[src/rtl/estimator_pcpi_ctrl.sv]
// PCPI front-end: decodes custom-0x27 instructions and sequences the estimator datapath.
// Define PCPI_PERF_CNT_EN to add the CALC latency counter reported by RDSTAT.
module estimator_pcpi_ctrl #(
    parameter int TIMEOUT_CYCLES = 64,
    parameter int CNT_WIDTH      = 16
) (
    input  logic        clk,
    input  logic        resetn,
    input  logic        pcpi_valid,
    input  logic [31:0] pcpi_insn,
    input  logic [31:0] pcpi_rs1,
    input  logic [31:0] pcpi_rs2,
    output logic        pcpi_wr,
    output logic [31:0] pcpi_rd,
    output logic        pcpi_wait,
    output logic        pcpi_ready,
    output logic [31:0] dp_sdata,
    output logic        dp_push,
    output logic        dp_clr,
    output logic        dp_start,
    input  logic        dp_done,
    input  logic [31:0] dp_result,
    output logic [5:0]  pcpi_insn_decoded
);

    // state   | meaning
    // IDLE    | no instruction in flight
    // EXEC    | datapath strobe for the claimed instruction
    // WAIT_DP | CALC waiting for dp_done or timeout
    // DONE    | ready pulse; valid ignored so nothing re-executes

    typedef enum logic [1:0] {
        S_IDLE    = 2'd0,
        S_EXEC    = 2'd1,
        S_WAIT_DP = 2'd2,
        S_DONE    = 2'd3
    } state_t;

    typedef enum logic [1:0] {
        K_LOADS  = 2'd0,
        K_CLR    = 2'd1,
        K_CALC   = 2'd2,
        K_RDSTAT = 2'd3
    } kind_t;

    localparam logic [6:0]           OPC_CUSTOM   = 7'h27;
    localparam logic [CNT_WIDTH-1:0] TIMEOUT_LOAD = CNT_WIDTH'(TIMEOUT_CYCLES - 1);
    localparam logic [CNT_WIDTH-1:0] CNT_ONE      = CNT_WIDTH'(1);

    state_t               r_state;
    state_t               w_state_nxt;
    kind_t                r_kind;
    kind_t                w_funct;
    logic                 w_match;
    logic                 w_busy;
    logic                 w_wait;
    logic                 w_ready;
    logic                 w_push;
    logic                 w_clr;
    logic                 w_start;
    logic                 w_hit_done;
    logic                 w_hit_timeout;
    logic                 w_wait_tc;
    logic [31:0]          r_sdata;
    logic [31:0]          r_rd;
    logic                 r_wr;
    logic                 r_err;
    logic [CNT_WIDTH-1:0] r_load_cnt;
    logic [CNT_WIDTH-1:0] r_wait_cnt;
    logic [15:0]          w_lat16;
    logic [31:0]          w_stat_word;
    logic                 w_unused_bits;

    // Gating with resetn keeps pcpi_wait low while reset is held, even if the core keeps valid up.
    assign w_match = resetn & pcpi_valid
                   & (pcpi_insn[6:0] == OPC_CUSTOM)
                   & (pcpi_insn[31:25] == 7'd0)
                   & ~pcpi_insn[14];
    assign w_funct       = kind_t'(pcpi_insn[13:12]);
    assign w_wait_tc     = (r_wait_cnt == '0);
    assign w_busy        = (r_state != S_IDLE);
    assign w_unused_bits = ^{pcpi_rs2, pcpi_insn[24:15], pcpi_insn[11:7]};

    always_ff @(posedge clk or negedge resetn) begin
        if (!resetn) begin
            r_state <= S_IDLE;
        end else begin
            r_state <= w_state_nxt;
        end
    end

    always_comb begin
        w_state_nxt   = r_state;
        w_wait        = 1'b0;
        w_ready       = 1'b0;
        w_push        = 1'b0;
        w_clr         = 1'b0;
        w_start       = 1'b0;
        w_hit_done    = 1'b0;
        w_hit_timeout = 1'b0;
        case (r_state)
            S_IDLE: begin
                w_wait = w_match;
                if (w_match) begin
                    w_state_nxt = S_EXEC;
                end
            end
            S_EXEC: begin
                w_wait  = w_match;
                w_push  = (r_kind == K_LOADS);
                w_clr   = (r_kind == K_CLR);
                w_start = (r_kind == K_CALC);
                w_state_nxt = (r_kind == K_CALC) ? S_WAIT_DP : S_DONE;
            end
            S_WAIT_DP: begin
                w_wait = w_match;
                // A flushed instruction abandons the calculation; the result beats a coincident timeout.
                if (!pcpi_valid) begin
                    w_state_nxt = S_IDLE;
                end else if (dp_done) begin
                    w_hit_done  = 1'b1;
                    w_state_nxt = S_DONE;
                end else if (w_wait_tc) begin
                    w_hit_timeout = 1'b1;
                    w_state_nxt   = S_DONE;
                end
            end
            S_DONE: begin
                w_ready     = 1'b1;
                w_state_nxt = S_IDLE;
            end
            default: begin
                w_state_nxt = S_IDLE;
            end
        endcase
    end

    assign w_stat_word = {r_err, 7'd0, r_load_cnt[7:0], w_lat16};

    always_ff @(posedge clk or negedge resetn) begin
        if (!resetn) begin
            r_kind     <= K_LOADS;
            r_sdata    <= '0;
            r_rd       <= '0;
            r_wr       <= 1'b0;
            r_err      <= 1'b0;
            r_load_cnt <= '0;
            r_wait_cnt <= '0;
        end else begin
            if ((r_state == S_IDLE) && w_match) begin
                r_kind <= w_funct;
                if (w_funct == K_LOADS) begin
                    r_sdata <= pcpi_rs1;
                end
            end
            if (w_push) begin
                r_wr <= 1'b0;
                if (!(&r_load_cnt)) begin
                    r_load_cnt <= r_load_cnt + CNT_ONE;
                end
            end
            if (w_clr) begin
                r_wr       <= 1'b0;
                r_err      <= 1'b0;
                r_load_cnt <= '0;
            end
            if (w_start) begin
                r_load_cnt <= '0;
                r_wait_cnt <= TIMEOUT_LOAD;
            end
            if ((r_state == S_EXEC) && (r_kind == K_RDSTAT)) begin
                r_rd <= w_stat_word;
                r_wr <= 1'b1;
            end
            if ((r_state == S_WAIT_DP) && !w_wait_tc) begin
                r_wait_cnt <= r_wait_cnt - CNT_ONE;
            end
            if (w_hit_done) begin
                r_rd <= dp_result;
                r_wr <= 1'b1;
            end
            if (w_hit_timeout) begin
                r_rd  <= 32'hDEAD_BEEF;
                r_wr  <= 1'b1;
                r_err <= 1'b1;
            end
        end
    end

`ifdef PCPI_PERF_CNT_EN
    logic [CNT_WIDTH-1:0] r_lat_cnt;

    // Counts WAIT_DP cycles, so a dp_done N cycles after dp_start reads back as N.
    always_ff @(posedge clk or negedge resetn) begin
        if (!resetn) begin
            r_lat_cnt <= '0;
        end else if (w_start) begin
            r_lat_cnt <= '0;
        end else if ((r_state == S_WAIT_DP) && !(&r_lat_cnt)) begin
            r_lat_cnt <= r_lat_cnt + CNT_ONE;
        end
    end

    assign w_lat16 = r_lat_cnt[15:0];
`else
    assign w_lat16 = 16'd0;
`endif

    assign pcpi_wait  = w_wait;
    assign pcpi_ready = w_ready;
    assign pcpi_wr    = w_ready & r_wr;
    assign pcpi_rd    = r_rd;
    assign dp_sdata   = r_sdata;
    assign dp_push    = w_push;
    assign dp_clr     = w_clr;
    assign dp_start   = w_start;

    assign pcpi_insn_decoded = {r_err,
                                w_busy,
                                w_busy & (r_kind == K_RDSTAT),
                                w_busy & (r_kind == K_CALC),
                                w_busy & (r_kind == K_CLR),
                                w_busy & (r_kind == K_LOADS)};

endmodule

[config.mk]
export PLATFORM = sky130hd
export DESIGN_NAME = estimator_pcpi_ctrl
export DESIGN_NICKNAME = d
export VERILOG_FILES = /design/src/rtl/estimator_pcpi_ctrl.sv
export SDC_FILE = /design/constraint.sdc
export NUM_CORES = 1
export LEC_CHECK = 0
export BUFFER_PORTS_ARGS = -buffer_cell sky130_fd_sc_hd__buf_2
export CAP_MARGIN = 20
export CORE_UTILIZATION = 45
export CTS_CLUSTER_DIAMETER = 40
export CTS_CLUSTER_SIZE = 10
export DETAILED_ROUTE_END_ITERATION = 8
export MAX_ROUTING_LAYER = met4
export PLACE_DENSITY = 0.88
export SLEW_MARGIN = 15
export SYNTH_ARGS = -nofsm -noshare
export SYNTH_HDL_FRONTEND = slang
export SYNTH_SLANG_ARGS = --single-unit
[constraint.sdc]
create_clock -name clk -period 4.4 [get_ports clk]
set_clock_uncertainty 0.1 [all_clocks]
set_input_delay 0.88 -clock clk [delete_from_list [all_inputs] [get_ports clk]]
set_output_delay 0.88 -clock clk [all_outputs]
set_load 0.1 [all_outputs]
Yosys cells after proc, flatten, opt, wreduce, memory -nomap -nowiden:

Index checks and enable logic that the tools add are counted.

* $add $sub $neg: 2
* eq/ne operators: 10
* muxes and demuxes: 34
* bitwise logic cells: 10
* reduce and logical (&&, ||, !) cells: 20

Operators by type and width (number)
* $mux 16: 6
* $mux 32: 3
* $mux 1: 20
* $add 16x1->16 const B: 1
* $logic_not 16->1: 1
* $reduce_and 16->1: 1
* $sub 16x1->16 const B: 1
* $and 1x1->1: 9
* $eq 2x2->1 const B: 4
* $mux 2: 4
* $pmux 2 s4: 1
* $eq 7x6->1 const B: 1
* $logic_not 7->1: 1
* $logic_not 2->1: 3
* $reduce_and 2->1: 3
* $reduce_bool 2->1: 3
* $reduce_bool 3->1: 2
* $reduce_bool 5->1: 1
* $eq 2x1->1 const B: 2
* $ne 4x4->1 const B: 1
* $logic_and 1x1->1: 3
* $ne 3x3->1 const B: 1
* $reduce_or 3->1: 1
* $ne 2x2->1 const B: 1
* 2 further kinds: 2

* bits in registers: 102
* output and inout bits: 76

Depth between registers and ports, before layout:

Gate-level depths: netlist of the first run.

* depth after elaboration: 7
* gate-level depth with buffers: 7

Worst setup path after synthesis of the first run:

Ideal clock, no wire load.

* path kind: register to output
* start point: register r_state[0]
* end point: output pcpi_insn_decoded[1]
* arrival time: 2.892 ns
* data required time: 3.420 ns
* path slack: 0.528 ns
* stages on the path, launching flop included: 4
* path buffers: 1
* cell sequence: dfrtp_1 -> clkbuf_1 -> nor2_1 -> nor3b_1

* longest elaborated chain between the ends: 2

RTL lines
* from (decl): line 50 `state_t r_state;`
* from (signal assigned): line 88 `r_state <= w_state_nxt;`
* $reduce_bool 2->1: line 81 `assign w_busy = (r_state != S_IDLE);`
* $and 1x1->1: line 222 `w_busy & (r_kind == K_CLR),`
* to (decl): line 23 `output logic [5:0] pcpi_insn_decoded`

Every way passes these cells.

Final worst setup path of the first run:

* start point: register r_kind[1]
* end point: output dp_start

* longest elaborated chain between the ends: 2

RTL lines
* from (decl): line 52 `kind_t r_kind;`
* from (signal assigned): line 151 `r_kind <= w_funct;`
* $eq 2x2->1: line 112 `w_start = (r_kind == K_CALC);`
* $mux 1: line 101 `case (r_state)`
* to (decl): line 20 `output logic dp_start,`

Every way passes these cells.

==> results of run 1 <==
[registers in the layout, summed over array words and instances (netlist names)]
signal / count
dp_sdata: 32
r_kind: 2
r_wait_cnt: 16
r_state: 2
r_wr: 1
r_err: 1
r_load_cnt: 16
pcpi_rd: 32
[final cells by class]
type / count / area share [%]
flip-flops and latches: 102 / 43.90
multi-input cells: 273 / 34.86
well taps: 136 / 2.927
inverters: 11 / 0.7101
clock buffers: 12 / 2.496
clock inverters: 4 / 0.5595
repair buffers: 166 / 14.55
[kinds of logic (layout without fill, tap and decap cells)]
kind of cell	Yosys count	in the layout	synth area share, %
xor gates and xnor gates	2	2	0.3714
AOI/OAI and AO/OA	80	80	12.68
buffers and inverters	38	193	3.395
adders and majority gates	3	3	0.7958
DFF	102	102	54.11
muxes	47	47	10.88
and+or+nand+nor	141	141	17.77
[worst paths after layout]
check                                    start        endpoint  slack, ps
worst min register to register  r_wait_cnt[15]  r_wait_cnt[15]        380
worst max-delay path                 r_kind[1]        dp_start        980
min in group asynchronous               resetn   r_load_cnt[2]        520
worst min-delay path            r_wait_cnt[15]  r_wait_cnt[15]        380
worst max register to register       r_kind[1]  r_load_cnt[10]       1840
max in group asynchronous               resetn  r_wait_cnt[15]       2520
[where the power goes]
group	switching (uW)	total [uW]	internal [uW]
clock	316	540	224
combinational	1570	1950	385
sequential	199	1370	1170
total	2080	3860	1780
[routing by layer]
metal	up-vias	share of wire, %	GRT usage [%]
li1	1861	-	-
met1	1941	43	27.88
met2	193	49	36.80
met3	7	6.6	2.569
met4	0	0.91	7.041
met5	-	0	-
[through the flow]
stage / setup slack (ps) / total power [uW] / utilization, % / cells / hold slack (ps)
floorplan: 528.2 / 2971 / - / 413 / 337.8
global placement: 1328 / 3283 / 54.91 / 687 / 355.7
detailed placement: 1272 / 3333 / 54.91 / 687 / 375.4
CTS: 964.8 / 3876 / 56.65 / 703 / 387.9
global route: 805.5 / 4026 / 56.83 / 704 / 408.9
finish: 976.0 / 3859 / 56.83 / 704 / 381.5
[cells in the final DEF, fill, tap and decap left out, drive strengths merged, types with 3 or more instances in the layout]
cell type	Yosys	final
buf	5	165
dfrtp	102	102
mux2	34	34
nand2	32	32
nor2	21	21
a221o	18	18
nand3	18	18
a21oi	14	14
mux2i	13	13
nand4	13	13
clkbuf	22	13
o21ai	11	11
inv	11	11
o31ai	10	10
or4	10	10
nor4	10	10
a22oi	9	9
nor3	5	5
a32o	5	5
nand2b	4	4
nor3b	3	3
and4b	3	3
o211ai	3	3
or3	3	3
o22ai	3	3
and4	3	3
ha	3	3
or4b	3	3
and3	3	3
[cell usage after synthesis (2+ instances only)]
| cell | instances |
|---|---|
| clkbuf_1 | 22 |
| nand2b_1 | 4 |
| o311ai_0 | 2 |
| o21ai_0 | 11 |
| a32o_1 | 5 |
| and4_1 | 3 |
| a21oi_1 | 14 |
| buf_2 | 2 |
| a31oi_1 | 2 |
| dfrtp_1 | 102 |
| and2_1 | 2 |
| or3_1 | 3 |
| or4_1 | 9 |
| or4b_1 | 2 |
| and3_1 | 2 |
| nand3_1 | 17 |
| ha_1 | 3 |
| nor3_1 | 5 |
| a221o_1 | 18 |
| and4b_1 | 3 |
| mux2i_1 | 13 |
| nor4_1 | 7 |
| a22oi_1 | 9 |
| mux2_2 | 34 |
| buf_4 | 2 |
| o211ai_1 | 3 |
| nand2_1 | 32 |
| nor4_2 | 2 |
| inv_1 | 10 |
| o31ai_1 | 10 |
| nand4_1 | 12 |
| o22ai_1 | 3 |
| and2b_2 | 2 |
| nor3b_1 | 3 |
| nor2_1 | 21 |
[critical path, delay by kind of cell (launching register included)]
kind,cells,cell delay [ps]
buffers and inverters,2,890
DFF,1,640
and+or+nand+nor,1,560
==> metrics.md, run 1 <==
| Metric | Value |
|---|---|
| Mapped Nets | 548 |
| ANT cells | 0 |
| Clock transition at path regs | 90 ps |
| Resized cells post-CTS | 0 |
| Fillers | 854 |
| Post-CTS Hold Buffers | 0 |
| Yosys cell types | 54 |
| Synth async-reset ratio | 100.0% |
| Post-DR wirelength/cell | 16.50 um |
| CP required | 3420 ps |
| Area of the core | 10,230 um^2 |
| Horiz. Die Dim | 104.4 um |
| Status | complete, no violations |
| Top post-synthesis cells by area | dfrtp_1 (54%), mux2_2 (8.1%), a221o_1 (3.8%) |
| Depth of the most critical reg-to-reg path | 4 |
| Die Area | 10,900 um^2 |
| Post-Synthesis Cell Area | 4717 um^2 |
| Final Hold Fails | 0 |
| Power per Cell Area | 663.7 nW/um^2 |
| All-Layer GR Usage | 21.98% |
| Net count, final | 698 |
| Area grow syn2layout | 23.26% |
| Vias/cell | 5.685 |
| WHS Path Cells | 1 |
| Max_slew headroom | 50.09% |
| DP Wirelength | 8436 um |
| Mean post-synth cell area | 11.42 um^2 |
| Ys flop type | dfrtp_1 |
| CP max stage cell | dfrtp_1 |
| RSZ-0062 raised after global routing | false |
| Worst-Margin Slew | 748.6 ps |
| GPL Wtd Cong | 0.8989 |
| Vias | 4,002 |
| First-pass DRT Iterations | 5 |
| Slowest stage delay, CP | 640 ps |
| Seq/Total Area, Yosys | 54.11% |
| WP data arrival | 2440 ps |
| Initial Util | 46.10% |
| First-pass GRT wire length | 18,460 um |
| Die H | 104.4 um |
| Register area | 2552 um^2 |
| Vias in the first global route | 3,795 |
| Min-Delay Path Class | flip-flop to flip-flop |
| Post-synth EDFFs | 0 |
| Worst path cell trace | nand4bb_1 -> inv_1 -> buf_2 |
| Antenna violations before repair | 0 |
| Post-Syn Instances | 413 |
| Synth top area share | 54.11% |
| Post-route ant nets | 0 |
| Critical path startpoint category | flip-flop |
| Synthesis Warnings | 0 |
| Max-slew violations | 0 |
| Clk_lat worst skew | 360 ps |
| Fin crit share | 77.82% |
| Final wirelength | 11,610 um |
| DR iter-0 viols | 214 |
| Yosys reg bits | 102 |
| Final instance area | 5814 um^2 |
| Setup Viol. Count Final | 0 |
| Share of cells above drive strength 1 | 39.96% |
| Area after DPL | 5618 um^2 |
| Total CTS buffers | 9 |
| Max_cap viols | 0 |
| Fmax | 292.1 MHz |
| Port bufs | 160 |
| Clk root buf | clkbuf_8 |
| Crit path time final | 3424 ps |
| Kind of critical path | flip-flop to primary output |
| CTS tree | done |
| Lkg Pwr | 0.002995 uW |
| Setup TNS | 0 ps |
| Rows | 37 |
| Area occupied by multi-input gates | 2027 um^2 |
| DRC viols | 0 |
| Global route total overflow | 0 |
| # H-tree levels | 3 |
| CTS Sinks | 102 |
| Largest net degree at the start of global routing | 61 |
| Peak supply drop | 535.0 uV |
| Post-synth top area cell | dfrtp_1 |
| Max clock buf depth | 2 |
| Crit path max fanout | 13 |
| Worst Setup End Kind | primary output |
| I/O Pins | 208 |
| Post-CTS Setup Inserts | 0 |
Power figures use the tool's default switching activity.
==> inputs of run 2 (changes only) <==
ABC_AREA = 1   (was unset)
PLACE_DENSITY = 0.86   (was 0.88)
clock period = 3.5 ns   (was 4.4 ns; I/O delays follow)
==> run 2 against run 1 <==
Effect of this change:
- hold slack lost 50 ps
- non-clock buffer count grew 3
- via count grew 23%
- routed wire length grew 11%
- final cell count grew 34%
- largest cell class unchanged
- largest power group unchanged
==> metrics.md, run 2 <==
| Metric | Value |
|---|---|
| Status | complete, no violations |
| Clock power share | 19.4% |
| Synth top area share | 50.14% |
| Sw Share | 54.64% |
| Synthesis Warnings | 0 |
| Die Area | 11,740 um^2 |
| Vias | 4,941 |
| Worst Setup End Kind | primary output |
| Post-route ant nets | 0 |
| Worst R2R Start | r_wait_cnt[4] |
| Share of total power in combinational logic | 50.5% |
| GPL Wtd Cong | 0.9334 |
| # H-tree levels | 3 |
| Min-Delay Path Class | input port to async pin |
| Clk root buf | clkbuf_16 |
| I/O Pins | 208 |
| CTS Sinks | 102 |
| RSZ-0062 raised after global routing | false |
| Vias/cell | 5.245 |
| All-Layer GR Usage | 23.37% |
| First-pass GRT wire length | 21,090 um |
| Post-Synthesis Cell Area | 5091 um^2 |
| Fmax | 376.0 MHz |
| DR iter-0 viols | 416 |
| Seq/Total Area, Yosys | 50.14% |
| Area grow syn2layout | 23.37% |
| DP Wirelength | 9171 um |
| Core Util, Final | 57.44% |
| Final Hold Fails | 0 |
| Post-CTS Hold Buffers | 0 |
| CTS tree | done |
| Slack of the worst reg-to-reg path | 1370 ps |
| Largest net degree at the start of global routing | 60 |
| DRC viols | 0 |
| Mean post-synth cell area | 7.869 um^2 |
| ANT cells | 0 |
| Yosys reg bits | 102 |
| Commonest non-fill, non-tap cell in the layout | nand2_1 |
| Post-synth top cells | nand2_1 (194), dfrtp_1 (102), nand3_1 (78), nor2_1 (60) |
| Resized cells post-CTS | 0 |
| Ys flop type | dfrtp_1 |
| Critical path startpoint category | input port |
| First-pass DRT Iterations | 6 |
| Setup Viol. Count Final | 0 |
| Kind of critical path | input port to primary output |
| Synth async-reset ratio | 100.0% |
| Worst-Margin Slew | 896.1 ps |
| Port bufs | 160 |
| Crit path max fanout | 4 |
| CP required | 2700 ps |
| Crit path time final | 2660 ps |
| Post-CTS Setup Inserts | 0 |
| Post-synth EDFFs | 0 |
| Top-count cell post-synth | nand2_1 |
| Post-Syn Instances | 647 |
| NetSw | 2701 uW |
| Post-synth top area cell | dfrtp_1 |
| Rows | 38 |
| Max_slew headroom | 40.26% |
| Internal | 2242 uW |
| Max-slew violations | 0 |
| Mapped Nets | 782 |
| Fillers | 1,011 |
| Lkg Pwr | 0.003446 uW |
| Area of the core | 10,940 um^2 |
| Fin crit share | 75.99% |
| Depth of the most critical reg-to-reg path | 8 |
| Peak supply drop | 762.6 uV |
| Reg2reg end | pcpi_rd[4] |
| Max_cap viols | 0 |
| Max clock buf depth | 2 |
| Clk_lat worst skew | 350 ps |
| Initial Util | 46.56% |
| Total CTS buffers | 9 |
| Reg power frac | 30.1% |
| Share of cells above drive strength 1 | 26.43% |
| WP data arrival | 1860 ps |
| Horiz. Die Dim | 108.4 um |
| Power per Cell Area | 787.0 nW/um^2 |
| Final Hold Slack | 331.4 ps |
| Final wirelength | 12,930 um |
| Top post-synthesis cells by area | dfrtp_1 (50%), nand2_1 (14%), nand3_1 (7.7%) |
| Global route total overflow | 0 |
| Setup TNS | 0 ps |
| Worst Setup SP | pcpi_valid |
| Net count, final | 932 |
| Yosys cell types | 35 |
| Post-DR wirelength/cell | 13.73 um |
| Die H | 108.4 um |
| Vias in the first global route | 4,568 |
| Antenna violations before repair | 0 |
| Clock transition at path regs | 70 ps |
| Most frequent cells in the layout | nand2_1 (194), buf_2 (159), dfrtp_1 (102) |
run 2: changes by cell type after synthesis, sizes merged, moves of 12 or more:
| cell | before | now |
|---|---|---|
| a221o | 18 | 0 |
| buf | 5 | 17 |
| inv | 11 | 50 |
| mux2 | 34 | 0 |
| mux2i | 13 | 0 |
| nand2 | 32 | 200 |
| nand3 | 18 | 79 |
| nand4 | 13 | 40 |
| nor2 | 21 | 65 |
| o21ai | 11 | 33 |
run 2: final cells by class:
type | instances | area [um^2] | share of cell area, %
repair buffers | 169 | 870.8 | 13.86
well taps | 140 | 175.2 | 2.789
multi-input cells | 465 | 2212 | 35.22
inverters | 50 | 187.7 | 2.988
clock buffers | 10 | 229.0 | 3.645
flip-flops and latches | 102 | 2552 | 40.64
clock inverters | 6 | 53.80 | 0.8566
run 2: critical path: stages:
cell     delay, ps
buf_2          130
nand2_1        110
or2_2          300
inv_1           70
nand2_1         50
nor2_1          80
buf_2          430
run 2: kinds of logic (layout without fill, tap and decap cells):
kind of cell | Yosys count | after routing | share of synthesized area, %
AO/OA/AOI/OAI | 52 | 52 | 5.849
XOR/XNOR | 8 | 8 | 1.376
buffers and inverters | 80 | 235 | 6.512
AND/OR/NAND/NOR | 402 | 402 | 35.39
adder cells (fa/ha/maj) | 3 | 3 | 0.7374
flip-flops | 102 | 102 | 50.14
run 2: worst max-delay path by stage:
stage                           end  slack, ps  cells past startpoint
2_1_floorplan  pcpi_insn_decoded[0]       -170                      4
3_3_place_gp              pcpi_wait        840                      7
3_5_place_dp              pcpi_wait        840                      7
4_1_cts                   pcpi_wait        840                      7
5_1_grt                   pcpi_wait        710                      7
6_report                  pcpi_wait        840                      7
run 2: power groups by stage:
stage	registers [uW]	logic [uW]	clock network, uW
finish	1490	2490	961
detailed placement	1510	2500	0
CTS	1490	2510	975
floorplan	2820	762	0
global route	1520	2630	1020
global placement	1510	2490	0
run 2: layer usage:
| layer | up-vias | GRT usage (%) | share of wire, % |
|---|---|---|---|
| met5 | - | - | 0 |
| met4 | 0 | 8.108 | 1.7 |
| met3 | 19 | 3.918 | 6.5 |
| met2 | 195 | 37.63 | 48 |
| met1 | 2293 | 29.89 | 44 |
| li1 | 2434 | - | - |
run 2: metrics by stage:
stage               power, uW  worst slack, ps  area [um^2]  instances
global route             5166            708.0         6281        942
CTS                      4971            836.6         6281        942
detailed placement       4014            841.4         5998        926
finish                   4943            840.3         6281        942
global placement         3993            837.1         5998        926
floorplan                3579           -171.7         5091        647
